**src/rtl/regfile_dump_ctrl.sv**
```systemverilog
// Register-file dump sequencer: walks addresses 0..NREGS-1 and streams each word to a valid/ready sink.
// Optional trailing checksum beat when DUMP_CHECKSUM_EN is defined.
module regfile_dump_ctrl #(
   parameter int NREGS  = 32,
   parameter int ADDR_W = 5,
   parameter int DATA_W = 32
) (
   input  logic              clk,
   input  logic              reset,
   input  logic              start,
   output logic [ADDR_W-1:0] rf_addr,
   input  logic [DATA_W-1:0] rf_data,
   output logic              out_valid,
   input  logic              out_ready,
   output logic [DATA_W-1:0] out_data,
   output logic [ADDR_W-1:0] out_addr,
   output logic              out_last,
   output logic              out_sum,
   output logic              busy,
   output logic              done
);

`ifdef DUMP_CHECKSUM_EN
   typedef enum logic [2:0] {IDLE, LOAD, SEND, SUM, DONE} state_t;
`else
   typedef enum logic [2:0] {IDLE, LOAD, SEND, DONE} state_t;
`endif

   localparam logic [ADDR_W-1:0] LAST_ADDR = ADDR_W'(NREGS - 1);

   state_t            state, state_nx;
   logic [ADDR_W-1:0] rf_addr_nx, out_addr_nx;
   logic [DATA_W-1:0] out_data_nx;
   logic              out_valid_nx, out_last_nx;
   logic              at_last, handshake;

   assign at_last   = (rf_addr == LAST_ADDR);
   assign handshake = out_valid && out_ready;

`ifdef DUMP_CHECKSUM_EN
   logic [DATA_W-1:0] acc, acc_nx;
   logic              out_sum_r, out_sum_nx;

   // Checksum is modulo 2**DATA_W: the carry out of the top bit is dropped.
   function automatic logic [DATA_W-1:0] wrap_add(input logic [DATA_W-1:0] a,
                                                  input logic [DATA_W-1:0] b);
      return a + b;
   endfunction

   assign out_sum = out_sum_r;
`else
   assign out_sum = 1'b0;
`endif

   always_ff @(posedge clk or posedge reset) begin
      if (reset) begin
         state     <= IDLE;
         rf_addr   <= '0;
         out_valid <= 1'b0;
         out_data  <= '0;
         out_addr  <= '0;
         out_last  <= 1'b0;
`ifdef DUMP_CHECKSUM_EN
         acc       <= '0;
         out_sum_r <= 1'b0;
`endif
      end else begin
         state     <= state_nx;
         rf_addr   <= rf_addr_nx;
         out_valid <= out_valid_nx;
         out_data  <= out_data_nx;
         out_addr  <= out_addr_nx;
         out_last  <= out_last_nx;
`ifdef DUMP_CHECKSUM_EN
         acc       <= acc_nx;
         out_sum_r <= out_sum_nx;
`endif
      end
   end

   always_comb begin
      state_nx     = state;
      rf_addr_nx   = rf_addr;
      out_valid_nx = out_valid;
      out_data_nx  = out_data;
      out_addr_nx  = out_addr;
      out_last_nx  = out_last;
      busy         = (state != IDLE);
      done         = 1'b0;
`ifdef DUMP_CHECKSUM_EN
      acc_nx       = acc;
      out_sum_nx   = out_sum_r;
`endif
      case (state)
         IDLE: begin
            if (start) begin
               state_nx   = LOAD;
               rf_addr_nx = '0;
`ifdef DUMP_CHECKSUM_EN
               acc_nx     = '0;
`endif
            end
         end
         LOAD: begin
            out_data_nx  = rf_data;
            out_addr_nx  = rf_addr;
            out_valid_nx = 1'b1;
`ifdef DUMP_CHECKSUM_EN
            out_last_nx  = 1'b0;
            out_sum_nx   = 1'b0;
            acc_nx       = wrap_add(acc, rf_data);
`else
            out_last_nx  = at_last;
`endif
            state_nx     = SEND;
         end
         SEND: begin
            if (handshake) begin
               out_valid_nx = 1'b0;
               if (at_last) begin
`ifdef DUMP_CHECKSUM_EN
                  // Sum beat follows the last word with no bubble.
                  state_nx     = SUM;
                  out_valid_nx = 1'b1;
                  out_data_nx  = acc;
                  out_addr_nx  = '0;
                  out_last_nx  = 1'b1;
                  out_sum_nx   = 1'b1;
`else
                  state_nx     = DONE;
`endif
               end else begin
                  rf_addr_nx = rf_addr + 1'b1;
                  state_nx   = LOAD;
               end
            end
         end
`ifdef DUMP_CHECKSUM_EN
         SUM: begin
            if (handshake) begin
               out_valid_nx = 1'b0;
               state_nx     = DONE;
            end
         end
`endif
         DONE: begin
            done       = 1'b1;
            rf_addr_nx = '0;
            state_nx   = IDLE;
         end
         default: state_nx = IDLE;
      endcase
   end

endmodule

```
**config.mk**
```make
export PLATFORM = sky130hd
export DESIGN_NAME = regfile_dump_ctrl
export DESIGN_NICKNAME = d
export VERILOG_FILES = /design/src/rtl/regfile_dump_ctrl.sv
export SDC_FILE = /design/constraint.sdc
export NUM_CORES = 1
export LEC_CHECK = 0
export CAP_MARGIN = 20
export CORE_UTILIZATION = 45
export CTS_CLUSTER_DIAMETER = 50
export DETAILED_ROUTE_END_ITERATION = 7
export PLACE_DENSITY = 0.85
export SETUP_SLACK_MARGIN = 0.2
export SYNTH_ARGS = -nofsm -noshare
export SYNTH_HDL_FRONTEND = slang
export SYNTH_SLANG_ARGS = --single-unit
```
**constraint.sdc**
```tcl
create_clock -name clk -period 3.18 [get_ports clk]
set_clock_uncertainty 0.2 [all_clocks]
set_input_delay 0.318 -clock clk [delete_from_list [all_inputs] [get_ports clk]]
set_output_delay 0.318 -clock clk [all_outputs]
set_load 0.03 [all_outputs]
```
Word level (Yosys, flattened, before mapping):

Index checks and enable logic that the tools add are counted.

* register bits: 47
* logic and storage cells: 33
* input port bits: 36

* eq/ne operators: 7
* add/sub/neg operators: 1
* reductions and logical operators: 8
* mux-type cells: 11

Operator list (number)
* 5-bit two-way mux: 3
* 5-bit case mux with 3 select lines: 1
* 3-bit case mux with 3 select lines: 1
* 3-bit by 2-bit equality test with 1-bit output, second input constant: 2
* 3-bit two-way mux: 2
* 2-bit inequality test, second input constant: 3
* 3-bit nonzero test: 2
* 5-bit by 1-bit adder with 5-bit output, second input constant: 1
* 5-bit equality test, second input constant: 1
* 2-bit AND reduction: 2
* 4-bit AND reduction: 1
* 3-bit by 1-bit equality test with 1-bit output, second input constant: 1
* 3-bit logical NOT: 1
* 1-bit two-way mux: 2
* 2-bit two-way mux: 1
* 1-bit case mux with 2 select lines: 1
* 2-bit nonzero test: 1
* 1-bit logical AND: 1

Logic depth before layout (Yosys ltp):

Gate-level depths: netlist (run 1).

* depth after elaboration: 4
* mapped depth: 6

Worst setup path before layout (run 1):

Ideal clock, no wire load.

* path type: reg-to-reg
* start point: reg rf_addr[0]
* end point: reg rf_addr[3]
* library setup time: 87 ps
* arrival time: 1921 ps
* clock period less this slack: 2207 ps
* stages on the path, launching flop included: 7
* buffers on the path: 0
* setup slack: 973 ps
* cell sequence: dfrtp_1 > ha_1 > and3_1 > ha_1 > nand3b_4 > or4_1 > o211ai_1

RTL lines
* start: declaration: RTL line 11 `output logic [ADDR_W-1:0] rf_addr,`
* start signal: assignment: RTL line 69 `rf_addr <= rf_addr_nx;`
* 5-bit equality test: RTL line 37 `assign at_last = (rf_addr == LAST_ADDR);`
* via at_last: RTL line 35 `logic at_last, handshake;`
* 2-bit inequality test (no source line)
* 4-bit AND reduction (no source line)

The timed path passes the listed nets, and every way through them passes these cells. The select of a mux whose other input is x is not followed.
A chain may end at the register's enable or synchronous reset.

Worst setup path in the final report (run 1):

* start point: reg state[1]
* end point: out busy

* cells in the longest elaborated chain, start to end: 1

RTL lines
* start: declaration: RTL line 31 `state_t state, state_nx;`
* start signal: assignment: RTL line 68 `state <= state_nx;`
* 3-bit nonzero test: RTL line 88 `busy = (state != IDLE);`
* end: declaration: RTL line 19 `output logic busy,`

Every way passes these cells.

==> flow_metrics.tcl, run 1 <==
set metrics [dict create \
    grt_usage_pct 19.5 \
    post_drt_via_cell_ratio 4.97 \
    powerDensity_nw_per_um2 1030 \
    htree_levels 2 \
    post_drt_wl_per_cell_um 15.5 \
    ys_types 27 \
    dr.first_iter.drc_count 42 \
    cts_resized 0 \
    rows 23 \
    maxCapViolCount 0 \
    use_met1_pct 20.8 \
    initial_core_util_pct 47.0 \
    synth-edff-count 0 \
    clock_tree.root_cell "clkbuf_8" \
    cts_num_sinks 46 \
    synthCells 129 \
    portBuffers 81 \
    p_leak_uw 0.00121 \
    die_w_um 66.9 \
    p_clk_share_pct 12.5 \
    netSwitchingPower_uw 1170 \
    cts_tree "built" \
    ys_seq_elements 46 \
    dp_hpwl_mm 2.94 \
    postRouteAntennaNets 0 \
    syn_nets 167 \
    crit_arrival_ns 1.76 \
    grt_setup_unrepaired "no" \
    gp_congestion 0.781 \
    grt_overflow 0 \
    pre_cts_ws_ns 1.00 \
    fin_tns_setup_ns 0 \
    path_cells "or2_2, clkdlybuf4s50_1" \
    grt_pass1_wl_mm 6.25 \
    first_pass_iters 5 \
    met3_usage_pct 8.56 \
    netlist_area_um2 1900 \
    fill_cells 289 \
    slew_headroom_pct 39.2 \
    synth_top_area_share_pct 60.7 \
    die_h_um 66.9 \
    drv_slew 0 \
    yosys_warnings 0 \
    worst_pin_slew_ns 0.910 \
    num_vias 1306 \
    grt_max_degree 47 \
    layout-drive-gt1-share_pct 24.4 \
    seq_area_um2 1150 \
    synth_compound_area_share_pct 3.37 \
    netlist.top_cell.by_area "dfrtp_1" \
    worstPathRequired_ns 2.66 \
    grt_pass1_vias 1382 \
    avgSynthCellArea_um2 14.7 \
    ys_async_sr_fraction_pct 100 \
    critPathSlowestCell "clkdlybuf4s50_1" \
    period_minus_slack_ns 2.28 \
    path_delay_family "buffers and inverters" \
    mostFrequentLayoutCell "clkdlybuf4s50_1" \
    post_cts_buffers 0 \
    ys.flop_type "dfrtp_1" \
    status "finished clean" \
    finalNonFillerCells 263 \
    antenna_found_initial 0 \
    clk_pin_slew_ns 0.08 \
    critPathMaxStageDelay_ns 0.59 \
    grt.busiest_layer "met2" \
    yosys.area_share.adder_pct 1.32 \
    setup_slack_ns 0.901 \
    layout_common_cells "clkdlybuf4s50_1, dfrtp_1, mux2_2" \
    core_um2 4030 \
    cp.buffers_inverters 1 \
    synthTopCellsByArea "dfrtp_1, mux2_2, buf_6" \
    ys_seq_area_share_pct 60.7 \
    fin_crit_sh_pct 71.7 \
    drt_wl_total_mm 4.07 \
    dp_cells 255 \
    p_seq_share_pct 34.4 \
    fmax_mhz 439 \
    numCtsBuffers 5 \
    cts_buffer_depth 2 \
    clock_latency_ns 0.29 \
    hold_path.class "register to register" \
    utilization_pct 70.0 \
    multi_input_area_um2 678 \
    start_kind "register" \
    switching_share_pct 40.2 \
    ir_drop_v 0.000697 \
    hold_buffers 0 \
    setup_viol 0 \
    worstSetupEndpointType "output port" \
    synthXorXnorAreaFrac_pct 0.924 \
    drc 0 \
    synth-simple-area-share_pct 6.07 \
    area_delta_synth_final_pct 48.8 \
    hold_viol 0 \
    diodes 0 \
    muxShareOfSynthArea_pct 23.6 \
    power.internal_uw 1740 \
    die_area_um2 4480 \
    pin_count 83 \
    comb_power_share_pct 53.2 \
    cp_max_fo 13 \
    grt_use_met2_pct 32.4 \
    layout.nets 250 \
    worstSetupPathType "register to output port" \
    synth_top_family_by_area "multiplexers" \
]
-- flip-flops by register name, summed over array words and instances (netlist names) --
name / count
state: 2
out_valid: 1
out_data: 32
out_addr: 5
rf_addr: 5
out_last: 1
-- power groups by stage --
stage / clock (uW) / sequential [uW] / combinational (uW)
floorplan: 0 / 1440 / 521
global placement: 0 / 989 / 1520
detailed placement: 0 / 1010 / 1560
CTS: 375 / 1000 / 1570
global route: 392 / 1040 / 1630
finish: 363 / 1000 / 1550
-- metal layers --
layer | wire, um | up-vias
li1 | - | 613
met1 | 1530 | 625
met2 | 2050 | 59
met3 | 377 | 9
met4 | 106 | 0
met5 | 0 | -
-- layout make-up --
type	instances	area share (%)
clock buffer	6	2.93
clock inverter	2	0.444
inverter	4	0.532
multi-input combinational	73	24.0
sequential	46	40.8
tap	50	2.22
timing repair buffer	82	29.0
-- synthesized netlist by cell type, types with 2 or more instances --
cell / number
buf_4: 3
o22ai_1: 4
a21oi_1: 2
dfrtp_1: 46
buf_6: 3
xor2_1: 2
inv_1: 4
ha_1: 2
mux2i_1: 2
nand2b_1: 2
nand2_1: 5
nand3_1: 2
mux2_2: 38
-- per-stage QoR --
step                hold WS (ns)  instance area [um2]  total power, uW
CTS                        0.315                 2820             2940
global route               0.321                 2820             3060
global placement           0.289                 2730             2510
floorplan                  0.266                 1900             1960
detailed placement         0.295                 2730             2570
finish                     0.310                 2820             2910
-- path summary, 6_finish.rpt --
check | endpoint | slack (ns) | cells after the start | from
worst max-delay path | busy | 0.90 | 2 | state[1]
worst min-delay path | out_data[9] | 0.31 | 1 | out_data[9]
worst max register to register | rf_addr[3] | 0.95 | 6 | rf_addr[0]
worst min register to register | out_data[9] | 0.31 | 1 | out_data[9]
max in group asynchronous | out_data[13] | 1.86 | 2 | reset
min in group asynchronous | out_data[6] | 0.36 | 2 | reset
-- logic make-up (layout without fill, tap and decap cells) --
logic type | Yosys count | count (layout)
and+or+nand+nor | 18 | 18
xor gates and xnor gates | 2 | 2
buffers and inverters | 10 | 94
other | 1 | 1
DFF | 46 | 46
AOI/OAI and AO/OA | 10 | 10
adders and majority gates | 2 | 2
muxes | 40 | 40
No activity file was read; power rests on OpenSTA's default activity.
==> run 2, diff against run 1 <==
--- a/config.mk
+++ b/config.mk
@@ -6,10 +6,10 @@
 export NUM_CORES = 1
 export LEC_CHECK = 0
 export CAP_MARGIN = 20
-export CORE_UTILIZATION = 45
+export CORE_UTILIZATION = 41
 export CTS_CLUSTER_DIAMETER = 50
 export DETAILED_ROUTE_END_ITERATION = 7
-export PLACE_DENSITY = 0.85
+export PLACE_DENSITY = 0.78
 export SETUP_SLACK_MARGIN = 0.2
 export SYNTH_ARGS = -nofsm -noshare
 export SYNTH_HDL_FRONTEND = slang
==> constraint.sdc (replaced) <==
create_clock -name clk -period 2.3 [get_ports clk]
set_clock_uncertainty 0.2 [all_clocks]
set_input_delay 0.23 -clock clk [delete_from_list [all_inputs] [get_ports clk]]
set_output_delay 0.23 -clock clk [all_outputs]
set_load 0.03 [all_outputs]
==> run 2 against run 1 <==
Critical path depth increased by 4; critical endpoint is now rf_addr[3]; die area increased by 9.5%; wire length decreased by 0.32%; count of clock-buffer cells in the layout increased by 2; largest power group unchanged; combinational power increased by 41%; non-clock buffer count increased by 4; critical path type is now register to register.
==> flow_metrics.tcl, run 2 (synthesized netlist as in run 1, its figures left out) <==
set metrics [dict create \
    status "finished clean" \
    maxCapViolCount 0 \
    grt_setup_unrepaired "yes" \
    num_vias 1375 \
    area_delta_synth_final_pct 51.9 \
    rows 24 \
    layout-drive-gt1-share_pct 26.7 \
    cts_tree "built" \
    drc 0 \
    cts_num_sinks 46 \
    layout.nets 254 \
    mostFrequentLayoutCell "clkdlybuf4s50_1" \
    grt_pass1_vias 1545 \
    die_w_um 70.0 \
    post_drt_via_cell_ratio 5.11 \
    die_area_um2 4900 \
    initial_core_util_pct 43.2 \
    gp_congestion 0.756 \
    post_drt_wl_per_cell_um 15.1 \
    fin_tns_setup_ns 0 \
    slew_headroom_pct 65.3 \
    diodes 0 \
    worstSetupEndpointType "register" \
    worstPathRequired_ns 2.32 \
    largest_reg_flops 32 \
    hold_path.class "input pin to async pin" \
    crit_arrival_ns 2.06 \
    setup_viol 0 \
    critPathSlowestCell "dfrtp_2" \
    die_h_um 70.0 \
    fin_crit_sh_pct 88.6 \
    cts_buffer_depth 2 \
    powerDensity_nw_per_um2 1410 \
    hold_buffers 0 \
    start_kind "register" \
    dr.first_iter.drc_count 61 \
    htree_levels 2 \
    p_leak_uw 0.00125 \
    reg_top3 "out_data x32, out_addr x5, rf_addr x5" \
    drt_wl_total_mm 4.06 \
    stdcell_area_um2 2880 \
    hold_viol 0 \
    worstSetupPathType "register to register" \
    clk_pin_slew_ns 0.09 \
    fmax_mhz 491 \
    period_minus_slack_ns 2.04 \
    antenna_found_initial 0 \
    pin_count 83 \
    place_area_um2 2770 \
    clock_latency_ns 0.30 \
    path_cells "ha_2, and3_1, ha_1, nand3b_4, or4_1, o211ai_1" \
    drv_slew 0 \
    critPathMaxStageDelay_ns 0.45 \
    postRouteAntennaNets 0 \
    worst_pin_slew_ns 0.520 \
    regMostFlops "out_data" \
    first_pass_iters 5 \
    cp_max_fo 6 \
    grt_max_degree 40 \
    path_delay_family "simple AND/OR/NAND/NOR gates" \
    ir_drop_v 0.000817 \
    cp.buffers_inverters 0 \
    clock_tree.root_cell "clkbuf_8" \
    grt_usage_pct 17.6 \
    dp_hpwl_mm 3.00 \
    core_um2 4380 \
    layout_common_cells "clkdlybuf4s50_1, dfrtp_1, mux2_2" \
    grt_pass1_wl_mm 6.77 \
    grt_overflow 0 \
    portBuffers 81 \
    numCtsBuffers 5 \
]
## run 2: cell count changes in the layout (fill, tap and decap cells not counted), sizes merged
cell / previous run / this run
clkinvlp: 1 / 0
buf: 1 / 5
clkdlybuf4s50: 81 / 79
clkbuf: 6 / 8
clkinv: 1 / 0
dlymetal6s2s: 0 / 1
dlygate4sd2: 0 / 1
## run 2: path summary, 6_finish.rpt
| check | startpoint | endpoint | slack (ns) | cells past startpoint |
|---|---|---|---|---|
| min in group clk | out_data[13] | out_data[13] | 0.31 | 1 |
| max in group asynchronous | reset | out_data[23] | 1.29 | 3 |
| setup / recovery | rf_addr[0] | rf_addr[3] | 0.26 | 6 |
| hold reg to reg | out_data[13] | out_data[13] | 0.31 | 1 |
| setup reg to reg | rf_addr[0] | rf_addr[3] | 0.26 | 6 |
| hold / removal | reset | out_data[3] | 0.10 | 2 |
## run 2: report_power, final
group	switching, uW	total (uW)	internal, uW
registers	221	1370	1150
logic	1140	2180	1050
clock network	251	496	245
## run 2: area by class of cell
class,count,area (um2)
multi-input combinational,73,681
clock buffer,8,90.1
inverter,4,15.0
sequential,46,1150
tap,52,65.1
fill,323,1500
timing repair buffer,86,875
## run 2: metrics by stage
stage / total power [uW] / std cells / hold slack [ns] / utilization (%) / worst slack (ns)
2_1_floorplan: 2710 / 129 / 0.178 / - / 0.294
3_3_place_gp: 3510 / 258 / 0.289 / 63.1 / 0.354
3_5_place_dp: 3590 / 258 / 0.295 / 63.1 / 0.283
4_1_cts: 4090 / 266 / 0.126 / 65.1 / 0.231
5_1_grt: 4260 / 269 / 0.163 / 65.7 / 0.177
6_report: 4050 / 269 / 0.105 / 65.7 / 0.263
## run 2: repair_timing
action / 4_1_cts / 5_1_grt
gates resized for setup: 2 / 1
buffers inserted: 0 / 3
endpoints found under the setup margin: 2 / 2
## run 2: layer usage
layer | up-vias | share of wire [%] | GRT usage (%)
met5 | - | 0 | 0
li1 | 619 | - | -
met4 | 0 | 1.7 | 7.56
met1 | 677 | 36 | 18.1
met3 | 10 | 9.8 | 7.50
met2 | 69 | 52 | 31.1
==> RTL change 1: new RTL, settings of run 2 <==
Reset style: synchronous (`reset`), changed in one clocked block.
--- a/src/rtl/regfile_dump_ctrl.sv
+++ b/src/rtl/regfile_dump_ctrl.sv
@@ -54,3 +54,3 @@
 
-   always_ff @(posedge clk or posedge reset) begin
+   always_ff @(posedge clk) begin
       if (reset) begin
Formal check against the unedited RTL: differs if reset is asserted again (counterexample within 4 cycles, from zero or initial values and one cycle with reset high); with reset held inactive, the same outputs for 10 cycles.
==> RTL change 1 against run 2 <==
Setup slack gained 0.015 ns; synthesized area shrank 7.4%; design area decreased by 5.4%; wire length fell by 1.5%; count of clock-buffer cells in the layout decreased by 1; sequential cell count unchanged; non-clock buffer count up 4; critical path type is now flop to output port.
Power is not compared: it rests on default switching activity, and its combinational part moved more than twofold at a synthesized area within 25%.
==> RTL change 1: results (changes against run 2) <==
outcome: "completed"
holdWs_ns: 0.160  # +0.0549 ns
arrival_ns: 1.59  # -0.47 ns
hold_end: "state[1]$_SDFFE_PP0P_"
place_inst: 339  # +31%
drive_above_1_share: 0.0736  # -0.194
min-delay-start: "reset"
syn_nets: 254  # +52%
root_buffer: "clkbuf_8"
top_layer_used: "met4"
cp_max_fo: 9  # +3
r2r_slack_ns: 0.28
r2r_start: "rf_addr[0]$_SDFFE_PP0P_"
async_reset_ff_frac: 0  # -1.00
yosys-top-cells-count: "nand2_1, dfxtp_1, a21oi_1, buf_2, clkbuf_1"
synth_area_leaders: "dfxtp_1, nand2_1, a21oi_1"
dr.first_iter.drc_count: 64  # +4.9%
grt_pass1_vias: 1491  # -3.5%
fillCellCount: 337  # +4.3%
antenna_found_initial: 0  # unchanged
ys_types: 29  # +7.4%
rr_endpoint: "rf_addr[3]$_SDFFE_PP0P_"
wl_met1_mm: 1.81  # +24%
syn_avg_cell_area_um2: 8.13  # -45%
gp_congestion: 0.855  # +13%
dp.final_hpwl_mm: 2.85  # -5.1%
synth_sequential_area_ratio: 0.525  # -0.0827
grt_pass1_wl_mm: 6.39  # -5.6%
wl_mm: 4.00  # -1.5%
groute.usage.overall: 0.184  # +0.00804
route.met3.wl_um: 275  # -31%
preCtsSetupSlack_ns: 0.242  # -0.0412 ns
antenna_cells: 0  # unchanged
vias: 1690  # +23%
synthFlopType: "dfxtp_1"
grt_start_max_net_pins: 27  # -33%
vias_per_cell: 4.84  # -5.3%
met2WireLength_mm: 1.89  # -11%
first_pass_iters: 4  # -1
clkLatencyLatePin_ns: 0.28  # -0.02 ns
hold_class: "input port to flop"
RTL change 1: cell type report:
cell class,instances,area share
Clock buffer,7,0.0280
Inverter,2,0.00275
Multi-Input combinational cell,154,0.280
Sequential cell,46,0.341
Tap cell,50,0.0230
Timing Repair Buffer,90,0.326
RTL change 1: per-stage QoR:
step / util / instance area [um2] / total power, mW
finish: 0.672 / 2730 / 1.61
global route: 0.672 / 2730 / 1.69
CTS: 0.660 / 2680 / 1.62
detailed placement: 0.641 / 2600 / 1.18
global placement: 0.641 / 2600 / 1.18
floorplan: - / 1760 / 1.03
RTL change 1: what timing repair did:
item / CTS / global route
endpoints found under the setup margin: 0 / 2
gates resized for setup: 0 / 5
buffers inserted: 0 / 3
endpoints found under the hold margin: 0 / 0
RTL change 1: routing by layer:
layer / track usage / vias up
met4: 0.0532 / 0
li1: - / 873
met5: 0 / -
met3: 0.0625 / 2
met2: 0.305 / 52
met1: 0.225 / 763
RTL change 1: critical path, stage by stage (launching register included):
cell	delay (ns)
dfxtp_1	0.49
or2_2	0.16
clkdlybuf4s50_1	0.66
RTL change 1: worst max path at each step:
stage,startpoint,to,slack [ns]
after floorplan,rf_addr[0]$_SDFFE_PP0P_,rf_addr[3]$_SDFFE_PP0P_,0.24
after global placement,rf_addr[0]$_SDFFE_PP0P_,rf_addr[3]$_SDFFE_PP0P_,0.28
after detailed placement,rf_addr[0]$_SDFFE_PP0P_,rf_addr[3]$_SDFFE_PP0P_,0.24
after CTS,rf_addr[0]$_SDFFE_PP0P_,rf_addr[3]$_SDFFE_PP0P_,0.23
after global routing,rf_addr[1]$_SDFFE_PP0P_,rf_addr[3]$_SDFFE_PP0P_,0.20
final,state[0]$_SDFFE_PP0P_,busy,0.28
RTL change 1: where the power goes:
part           switching (mW)  internal [mW]
Combinational           0.165          0.155
Sequential             0.0203          0.826
Clock                   0.233          0.209
RTL change 1: logic make-up (layout without fill, tap and decap cells):
family / count (synthesis) / after routing / synth area share
mux: 2 / 2 / 0.0114
simple gates: 103 / 103 / 0.257
other cells: 1 / 1 / 0.00214
buf+inv: 16 / 99 / 0.0442
flops: 46 / 46 / 0.525
fa+ha+maj: 2 / 2 / 0.0143
compound gates: 46 / 46 / 0.147
==> RTL change 2: new RTL, flow settings as in run 2 <==
Without the edit above. Change the parameter `ADDR_W` from 5 to 4.
--- a/src/rtl/regfile_dump_ctrl.sv
+++ b/src/rtl/regfile_dump_ctrl.sv
@@ -4,3 +4,3 @@
    parameter int NREGS  = 32,
-   parameter int ADDR_W = 5,
+   parameter int ADDR_W = 4,
    parameter int DATA_W = 32
Interface: changed (resized out_addr and rf_addr); port bits go from 83 to 81. No check against the original RTL was run, so the function may have changed too.
==> RTL change 2 against run 2 <==
Synthesized area fell by 4.0%; sequential share of layout area fell by 0.15 points; total power fell by 5.0%; die area fell by 3.8%; sequential cell count fell by 2; design area fell by 4.1%; setup slack improved by 0.11 ns; synthesized cell count rose by 60%; wire length rose by 3.5%; via count rose by 19%; largest cell class unchanged.
==> RTL change 2: results (changes against run 2) <==
gr-usage-met2: 0.336  # +0.0249
dp.final_hpwl_mm: 3.12  # +4.2%
num-nets-final: 325  # +28%
synth_xor_area_frac: 0  # -0.00924
synth_top_family_by_area: "simple AND/OR/NAND/NOR gates"
synth_fa_ha_area_frac: 0.00687  # -0.00633
gp_congestion: 0.751  # -0.61%
met1_usage: 0.213  # +0.0324
cp-startpoint: "rf_addr[3]$_DFFE_PP0P_"
grt_pass1_vias: 1503  # -2.7%
grt_pass1_wl_mm: 6.57  # -3.0%
slowest_stage: "clkdlybuf4s50_1"
outcome: "completed"
syn_nets: 244  # +46%
dr.first_iter.drc_count: 76  # +25%
muxShareOfSynthArea: 0.00550  # -0.231
top_regs: "out_data: 32 flops, out_addr: 4 flops, rf_addr: 4 flops"
ir_drop_v: 0.000698  # -15%
cpPeakStageDelay_ns: 0.72  # +0.27 ns
rr_endpoint: "rf_addr[0]$_DFFE_PP0P_"
cp_max_fo: 8  # +2
grtUsageMet3: 0.0707  # -0.00431
clkLatencyLatePin_ns: 0.29
p_leak_nw: 1.34  # +7.6%
placed_cell_area_um2: 2670  # -3.6%
vias_per_cell: 4.81  # -5.9%
grt_start_max_net_pins: 25  # -38%
antenna_found_initial: 0  # unchanged
first_pass_iters: 4  # -1
reg2reg_depth: 4  # -2
wl_mm: 4.20  # +3.5%
synth-compound-area-share: 0.0412  # +0.00757
portBuffers: 79  # -2.5%
numCtsBuffers: 5  # unchanged
ys_types: 25  # -7.4%
drive_above_1_share: 0.0657  # -0.202
critPathTopFamily: "buffers and inverters"
groute.usage.overall: 0.190  # +0.0140
r2r_start: "rf_addr[0]$_DFFE_PP0P_"
antenna_cells: 0  # unchanged
synth_area_leaders: "dfrtp_1, nand2_1, buf_2"
fillCellCount: 367  # +14%
yosys-top-cells-count: "nand2_1, dfrtp_1, buf_2, o211ai_1"
async_reset_ff_frac: 1.00  # unchanged
r2r_slack_ns: 0.44  # +0.18 ns
hold_class: "input port to asynchronous set/reset pin"
synth_sequential_area_ratio: 0.605  # -0.00245
## RTL change 2: cell type report
class | instances | share of cell area
clock inverters | 3 | 0.00861
flip-flops and latches | 44 | 0.399
inverters | 2 | 0.00272
clock buffers | 5 | 0.0249
repair buffers | 85 | 0.303
well taps | 50 | 0.0226
multi-input cells | 150 | 0.239
## RTL change 2: through the flow
step	utilization	hold slack, ns	instances	power, mW	setup WS [ns]
finish	0.667	0.0154	339	3.85	0.373
global route	0.667	0.0459	339	4.13	0.325
CTS	0.666	0.0193	339	3.90	0.236
detailed placement	0.643	0.262	331	3.42	0.431
global placement	0.643	0.256	331	3.37	0.444
floorplan	-	0.135	207	2.53	0.423
## RTL change 2: timing repair
action	4_1_cts	5_1_grt
setup endpoints to repair	2	1
setup buffers	0	0
gates resized for setup	2	2
pin swaps	0	0
## RTL change 2: power by group
part | switching [mW] | internal [mW] | total, mW
clock network | 0.267 | 0.215 | 0.482
logic | 1.23 | 0.828 | 2.06
registers | 0.209 | 1.10 | 1.31
total | 1.71 | 2.15 | 3.85
## RTL change 2: how the worst max path moves through the flow
stage | to | slack, ns | depth (start not counted)
6_report | rf_addr[3] | 0.37 | 1
5_1_grt | rf_addr[3] | 0.32 | 1
4_1_cts | done | 0.24 | 2
3_5_place_dp | busy | 0.43 | 2
3_3_place_gp | busy | 0.44 | 2
2_1_floorplan | rf_addr[0]$_DFFE_PP0P_ | 0.42 | 4
## RTL change 2: cells by family after synthesis
family          Yosys count
compound gates           11
flops                    44
fa+ha+maj                 1
simple gates            136
other cells               1
buf+inv                  13
mux                       1
## RTL change 2: layer usage
| layer | vias to the layer above | part of all wire |
|---|---|---|
| li1 | 802 | - |
| met4 | 0 | 0.0091 |
| met2 | 64 | 0.47 |
| met1 | 758 | 0.43 |
| met5 | - | 0 |
| met3 | 6 | 0.086 |
